<file path="config.mk">
export PLATFORM = sky130hd
export DESIGN_NAME = dispatch_ctrl
export DESIGN_NICKNAME = d
export VERILOG_FILES = /design/src/rtl/dispatch_ctrl.sv
export SDC_FILE = /design/constraint.sdc
export NUM_CORES = 1
export LEC_CHECK = 0
export CAP_MARGIN = 40
export CORE_ASPECT_RATIO = 0.5
export CORE_MARGIN = 2
export CORE_UTILIZATION = 47
export DETAILED_ROUTE_END_ITERATION = 7
export PLACE_DENSITY_LB_ADDON = 0.05
export RECOVER_POWER = 100
export SLEW_MARGIN = 20
export SYNTH_ARGS = -nofsm -noshare
export SYNTH_HDL_FRONTEND = slang
export SYNTH_SLANG_ARGS = --single-unit
</file>
<file path="constraint.sdc">
create_clock -name clk -period 3.85 [get_ports clk]
set_input_delay 0.77 -clock clk [delete_from_list [all_inputs] [get_ports clk]]
set_output_delay 0.77 -clock clk [all_outputs]
set_load 0.05 [all_outputs]
</file>
<file path="src/rtl/dispatch_ctrl.sv">
// dispatch_ctrl: 2-wide in-order dispatch from a small instruction buffer with mispredict flush/recover sequencing
// Ports: clk/reset (async active-low); dec_* decoded pair in, dec_stall_o back-pressure;
// rob_status_i/fl_avail_i/rs_avail_i downstream capacity; branch_recover_i squash pulse;
// dispatch_en_o/dispatch_areg_o/fl_pop_o per-slot dispatch; ibuf_count_o occupancy; state_o FSM state.
`ifndef ARCHREG_NUMBER
`define ARCHREG_NUMBER 32
`endif
module dispatch_ctrl #(
  parameter int IBUF_DEPTH = 4,
  parameter int RECOVER_CYCLES = 2,
  parameter int AREG_W = $clog2(`ARCHREG_NUMBER)
) (
  input  logic                             clk,
  input  logic                             reset,
  input  logic [1:0]                       dec_valid_i,
  input  logic [1:0][AREG_W-1:0]           dec_dest_areg_i,
  input  logic [1:0]                       dec_has_dest_i,
  output logic                             dec_stall_o,
  input  logic [1:0]                       rob_status_i,
  input  logic [1:0]                       fl_avail_i,
  input  logic [1:0]                       rs_avail_i,
  input  logic                             branch_recover_i,
  output logic [1:0]                       dispatch_en_o,
  output logic [1:0][AREG_W-1:0]           dispatch_areg_o,
  output logic [1:0]                       fl_pop_o,
  output logic [$clog2(IBUF_DEPTH+1)-1:0]  ibuf_count_o,
  output logic [1:0]                       state_o
);
  localparam int PW = $clog2(IBUF_DEPTH);
  localparam int CW = $clog2(IBUF_DEPTH + 1);
  localparam int RW = $clog2(RECOVER_CYCLES + 1);
  localparam logic [1:0] ROB_FULL = 2'd0, ROB_ONE_LEFT = 2'd1;
  typedef enum logic [1:0] {RUN = 2'd0, FLUSH = 2'd1, RECOVER = 2'd2} state_t;
  state_t state;
  logic [PW-1:0] head, tail, head1, tail1;
  logic [CW-1:0] count, enq, deq;
  logic [RW-1:0] rcnt;
  logic [AREG_W-1:0] areg_mem [IBUF_DEPTH];
  logic [IBUF_DEPTH-1:0] dest_mem;
  logic [1:0] rob_cap, dest_sum;
  logic run, enq0, enq1, d0, d1;
  assign head1 = head + PW'(1);
  assign tail1 = tail + PW'(1);
  assign run = state == RUN && !branch_recover_i;
  // stall looks only at registers; two free entries are always reserved for a full pair
  assign dec_stall_o = state != RUN || count > CW'(IBUF_DEPTH - 2);
  assign enq0 = !dec_stall_o && !branch_recover_i && dec_valid_i[0];
  assign enq1 = enq0 && dec_valid_i[1];
  assign rob_cap = rob_status_i == ROB_FULL ? 2'd0 : rob_status_i == ROB_ONE_LEFT ? 2'd1 : 2'd2;
  assign dest_sum = {1'b0, dest_mem[head]} + {1'b0, dest_mem[head1]};
  assign d0 = run && count >= CW'(1) && rob_cap >= 2'd1 && rs_avail_i >= 2'd1 &&
              (!dest_mem[head] || fl_avail_i >= 2'd1);
  // slot 1 only ever rides along with slot 0 to keep dispatch in order
  assign d1 = d0 && count >= CW'(2) && rob_cap >= 2'd2 && rs_avail_i >= 2'd2 && dest_sum <= fl_avail_i;
  assign enq = CW'(enq0) + CW'(enq1);
  assign deq = CW'(d0) + CW'(d1);
  assign dispatch_en_o = {d1, d0};
  assign fl_pop_o = {d1 & dest_mem[head1], d0 & dest_mem[head]};
  assign dispatch_areg_o[0] = d0 ? areg_mem[head] : '0;
  assign dispatch_areg_o[1] = d1 ? areg_mem[head1] : '0;
  assign ibuf_count_o = count;
  assign state_o = state;
  always_ff @(posedge clk) begin
    if (enq0) begin
      areg_mem[tail] <= dec_dest_areg_i[0];
      dest_mem[tail] <= dec_has_dest_i[0];
    end
    if (enq1) begin
      areg_mem[tail1] <= dec_dest_areg_i[1];
      dest_mem[tail1] <= dec_has_dest_i[1];
    end
  end
  always_ff @(posedge clk or negedge reset)
    if (!reset) begin
      state <= RUN;
      head  <= '0;
      tail  <= '0;
      count <= '0;
      rcnt  <= '0;
    end else begin
      if (branch_recover_i) state <= FLUSH;
      else if (state == FLUSH) begin
        state <= RECOVER;
        rcnt  <= RW'(RECOVER_CYCLES - 1);
      end else if (state == RECOVER) begin
        if (rcnt == '0) state <= RUN;
        else rcnt <= rcnt - RW'(1);
      end
      if (state == FLUSH) begin
        head  <= '0;
        tail  <= '0;
        count <= '0;
      end else begin
        head  <= head + PW'(deq);
        tail  <= tail + PW'(enq);
        count <= count + enq - deq;
      end
    end
endmodule
</file>
==> qor.csv, run 1 <==
stage,metric,value,unit
global_route,grt_start_max_net_pins,13,
pwr,p_per_area,390.5,mW/mm^2
cells_and_area,fin_area,0.002995,sq mm
routing,highest-signal-layer,met4,
cells_and_area,fin_nets,280,
routing,via_per_inst,5.387,
cells_and_area,nFillCells,375,
critical_path,crit_buf_inv,2,
floorplanning,die_h,53.61,microns
floorplanning,fp.dieArea,0.005534,sq mm
run_status,status,"complete, no violations",
sta,finalHoldViolations,0,
critical_path,path_cells,mux4_2 > ha_1 > ha_1 > nor2b_1 > o21ai_1 > o2111ai_1 > buf_4 > nor3_1 > buf_12,
pwr,p_seq_share,39.4,%
clock_tree,root_buffer,clkbuf_8,
cells_and_area,seqCellArea,957.2,sq um
routing,drtAntennaViolNets,0,
clock_tree,clock_sinks,35,
critical_path,critPathTopFamily,multiplexers,
critical_path,crit_top_cell,ha_1,
floorplanning,core,0.004573,sq mm
worst_hold_path,hp-class,reg2reg,
clock_tree,cts.path.max_buffers,2,
floorplanning,initial_core_util,50.59,%
sta,post-route-period-util,94.25,%
synthesis,syn-cell-area,0.002313,sq mm
sta,setup_tns,0,ps
pwr,p_total,1.170,mW
sta,slew_violations,0,
routing,dr.pass1.iters,4,
sta,finClkSkew,4.530,ps
synthesis,synth_cell_types,37,
global_route,grt_pass1_vias,1788,
critical_path,end_kind,output port,
pwr,leakagePower,1.277,nW
routing,drt-total-wl,5266,microns
cells_and_area,multi_input_area,0.001244,sq mm
floorplanning,die_w,103.2,microns
cells_and_area,drive_gt1_share,27.05,%
sta,rsz0062_at_grt,false,
cells_and_area,post-route-util,65.50,%
pwr,intPower,0.8350,mW
pwr,clkPwrFrac,33.9,%
critical_path,critPathRequiredTime,3080,ps
cells_and_area,final_cells,310,
synthesis,yosys_warnings,0,
critical_path,slowest_delay,540,ps
routing,m1WireLength,2364,microns
routing,wl_per_cell,16.99,microns
critical_path,cp-start-kind,flip-flop,
sta,maxSlewHeadroom,22.68,%
floorplanning,rows,17,
clock_tree,cts_max_level,2,
synthesis,postSynthCellCount,190,
pwr,switching_share,28.61,%
placed_design,routabilityCongestion,0.8000,
synthesis,ys_seq_area_share,41.32,%
cells_and_area,num_antenna_cells,0,
cells_and_area,area_growth,29.48,%
synthesis,syn-num-nets,227,
synthesis,synth.area.top_cells,"edfxtp_1 (26%), mux2_2 (12%), dfrtp_1 (12%), mux4_2 (12%), ha_1 (6.5%)",
placed_design,dp.cells,301,
pwr,combPwrFrac,26.7,%
routing,wl_met3,289,microns
routing,drcViolationCount,0,
global_route,grt_pass1_wl,8466,microns
critical_path,ff2ff_setup_slack,260,ps
clock_tree,cts_buffers,5,
pwr,switchingPower,0.3346,mW
placed_design,hpwl,3988,microns
clock_tree,cts_tree,done,
global_route,grtUsageTotal,21.25,%
floorplanning,boundaryPins,43,
critical_path,critical_path_arrival,2860,ps
clock_tree,clk_latency,290,ps
global_route,antenna_found_initial,0,
synthesis,synth_top_area_share,25.96,%
critical_path,crit_slowest_cell,mux4_2,
clock_tree,clkTransAtPathRegs,70,ps
routing,route.met2.wl,2579,microns
global_route,grt_overflow_total,0,
placed_design,pre_cts_ws,90.83,ps
placed_design,placed_area,0.002994,sq mm
sta,hold_ws,530.2,ps
routing,num_vias,1670,
sta,period_minus_slack,3629,ps
synthesis,post_synth.cell_area_avg,12.18,sq um
synthesis,synth_area_leader_cell,edfxtp_1,
critical_path,cp_max_fo,6,
sta,max_freq,275.6,MHz
sta,worst_slew_pin_slew,1157,ps
routing,drt_iter0_drc,60,
placed_design,portBuffers,42,
critical_path,worst-setup-path-type,reg2out,
sta,setup_viol,0,
sta,setup_ws,221.4,ps
synthesis,yosys_register_bits,35,
pwr,irDropWorstVdd,0.2475,mV
job,cap_violations,0,
[cell type report]
class                   count  area share, %
repair buffers             53          17.46
clock inverters             2          2.005
clock buffers               6          2.423
inverters                  15          1.880
flip-flops and latches     35          31.95
well taps                  66          2.757
multi-input cells         133          41.52
[flip-flops by register name, summed over array words and instances, names as in the netlist]
name	flops
tail	2
head	2
ibuf_count_o	3
state_o	2
areg_mem	20
rcnt	2
dest_mem	4
[what timing repair did]
item | in CTS | in global routing
buffers inserted | 0 | 1
setup endpoints to repair | 0 | 8
hold buffers | 0 | 0
resized for setup | 0 | 7
[synthesized netlist by cell type]
library cell	instances
xor2_1	2
nor3_1	4
inv_1	15
nor3_2	1
mux2_2	25
a31o_2	1
or3_1	2
nor4_2	1
mux4_2	12
o2111ai_1	1
nor2_2	2
nand2_1	10
and3_1	6
mux2_1	2
nand4_4	1
a21oi_1	2
buf_2	3
fa_1	2
dfrtp_1	11
nand4_1	4
nand2b_1	4
xnor2_1	4
a22oi_1	1
dfxtp_1	4
nor2b_1	5
nand3_1	1
nor3b_4	1
ha_1	12
clkbuf_1	2
o21ai_0	5
nand3b_1	1
buf_4	2
nor2b_2	2
nor2_1	13
edfxtp_1	20
and2_1	1
nor3b_1	5
[cell usage in the layout, fill, tap and decap left out, types with 6 or more instances in the layout]
master / count
mux2_2: 25
edfxtp_1: 20
clkdlybuf4s50_1: 20
inv_1: 15
nor2_1: 15
mux4_2: 12
ha_1: 12
nand2_1: 10
dfrtp_1: 10
dlygate4sd3_1: 8
clkbuf_1: 7
nor2b_1: 6
and3_1: 6
[worst paths after layout]
kind | from | to | cells after the start
worst max-delay path | head[0] | fl_pop_o[1] | 9
worst min-delay path | rcnt[1] | rcnt[1] | 2
worst max register to register | head[0] | ibuf_count_o[2] | 14
worst min register to register | rcnt[1] | rcnt[1] | 2
max in group asynchronous | reset | head[0] | 1
min in group asynchronous | reset | ibuf_count_o[0] | 1
[routing by layer]
metal | track usage (%) | up-vias
met2 | 36.90 | 50
met5 | 0 | -
met4 | 7.456 | 0
li1 | - | 799
met1 | 26.83 | 817
met3 | 4.805 | 4
[power groups by stage]
stage / Combinational [mW] / Clock, mW / Sequential (mW)
floorplan: 0.193 / 0 / 0.486
global placement: 0.307 / 0 / 0.467
detailed placement: 0.322 / 0 / 0.469
CTS: 0.325 / 0.399 / 0.462
global route: 0.352 / 0.418 / 0.467
finish: 0.312 / 0.396 / 0.461
[tightest hold or removal path, cell delays in order (launching register included)]
cell	delay [ps]
dfrtp_1	360
nand2_1	50
o21ai_0	70
[kinds of logic (layout without fill, tap and decap cells)]
family | after synthesis | in the layout | share of synthesized area [%]
compound gates | 10 | 10 | 2.596
flops | 35 | 35 | 41.32
buf+inv | 22 | 76 | 4.056
fa+ha+maj | 14 | 14 | 8.221
mux | 39 | 39 | 24.82
simple gates | 64 | 64 | 16.71
xor+xnor | 6 | 6 | 2.271
No activity file was read; power rests on OpenSTA's default activity.
==> run 2: changes to the inputs <==
--- a/config.mk
+++ b/config.mk
@@ -9,6 +9,7 @@
 export CORE_ASPECT_RATIO = 0.5
 export CORE_MARGIN = 2
 export CORE_UTILIZATION = 47
+export CTS_CLUSTER_SIZE = 12
 export DETAILED_ROUTE_END_ITERATION = 7
 export PLACE_DENSITY_LB_ADDON = 0.05
 export RECOVER_POWER = 100
==> results of run 2 <==
The final DEF is identical to that of run 1; final timing and power are the same.
==> run 3: changes to the inputs <==
--- a/config.mk
+++ b/config.mk
@@ -13,7 +13,6 @@
 export DETAILED_ROUTE_END_ITERATION = 7
 export PLACE_DENSITY_LB_ADDON = 0.05
 export RECOVER_POWER = 100
-export SLEW_MARGIN = 20
 export SYNTH_ARGS = -nofsm -noshare
 export SYNTH_HDL_FRONTEND = slang
 export SYNTH_SLANG_ARGS = --single-unit
==> results of run 3 <==
The final DEF is identical to that of run 1; final timing and power are the same.
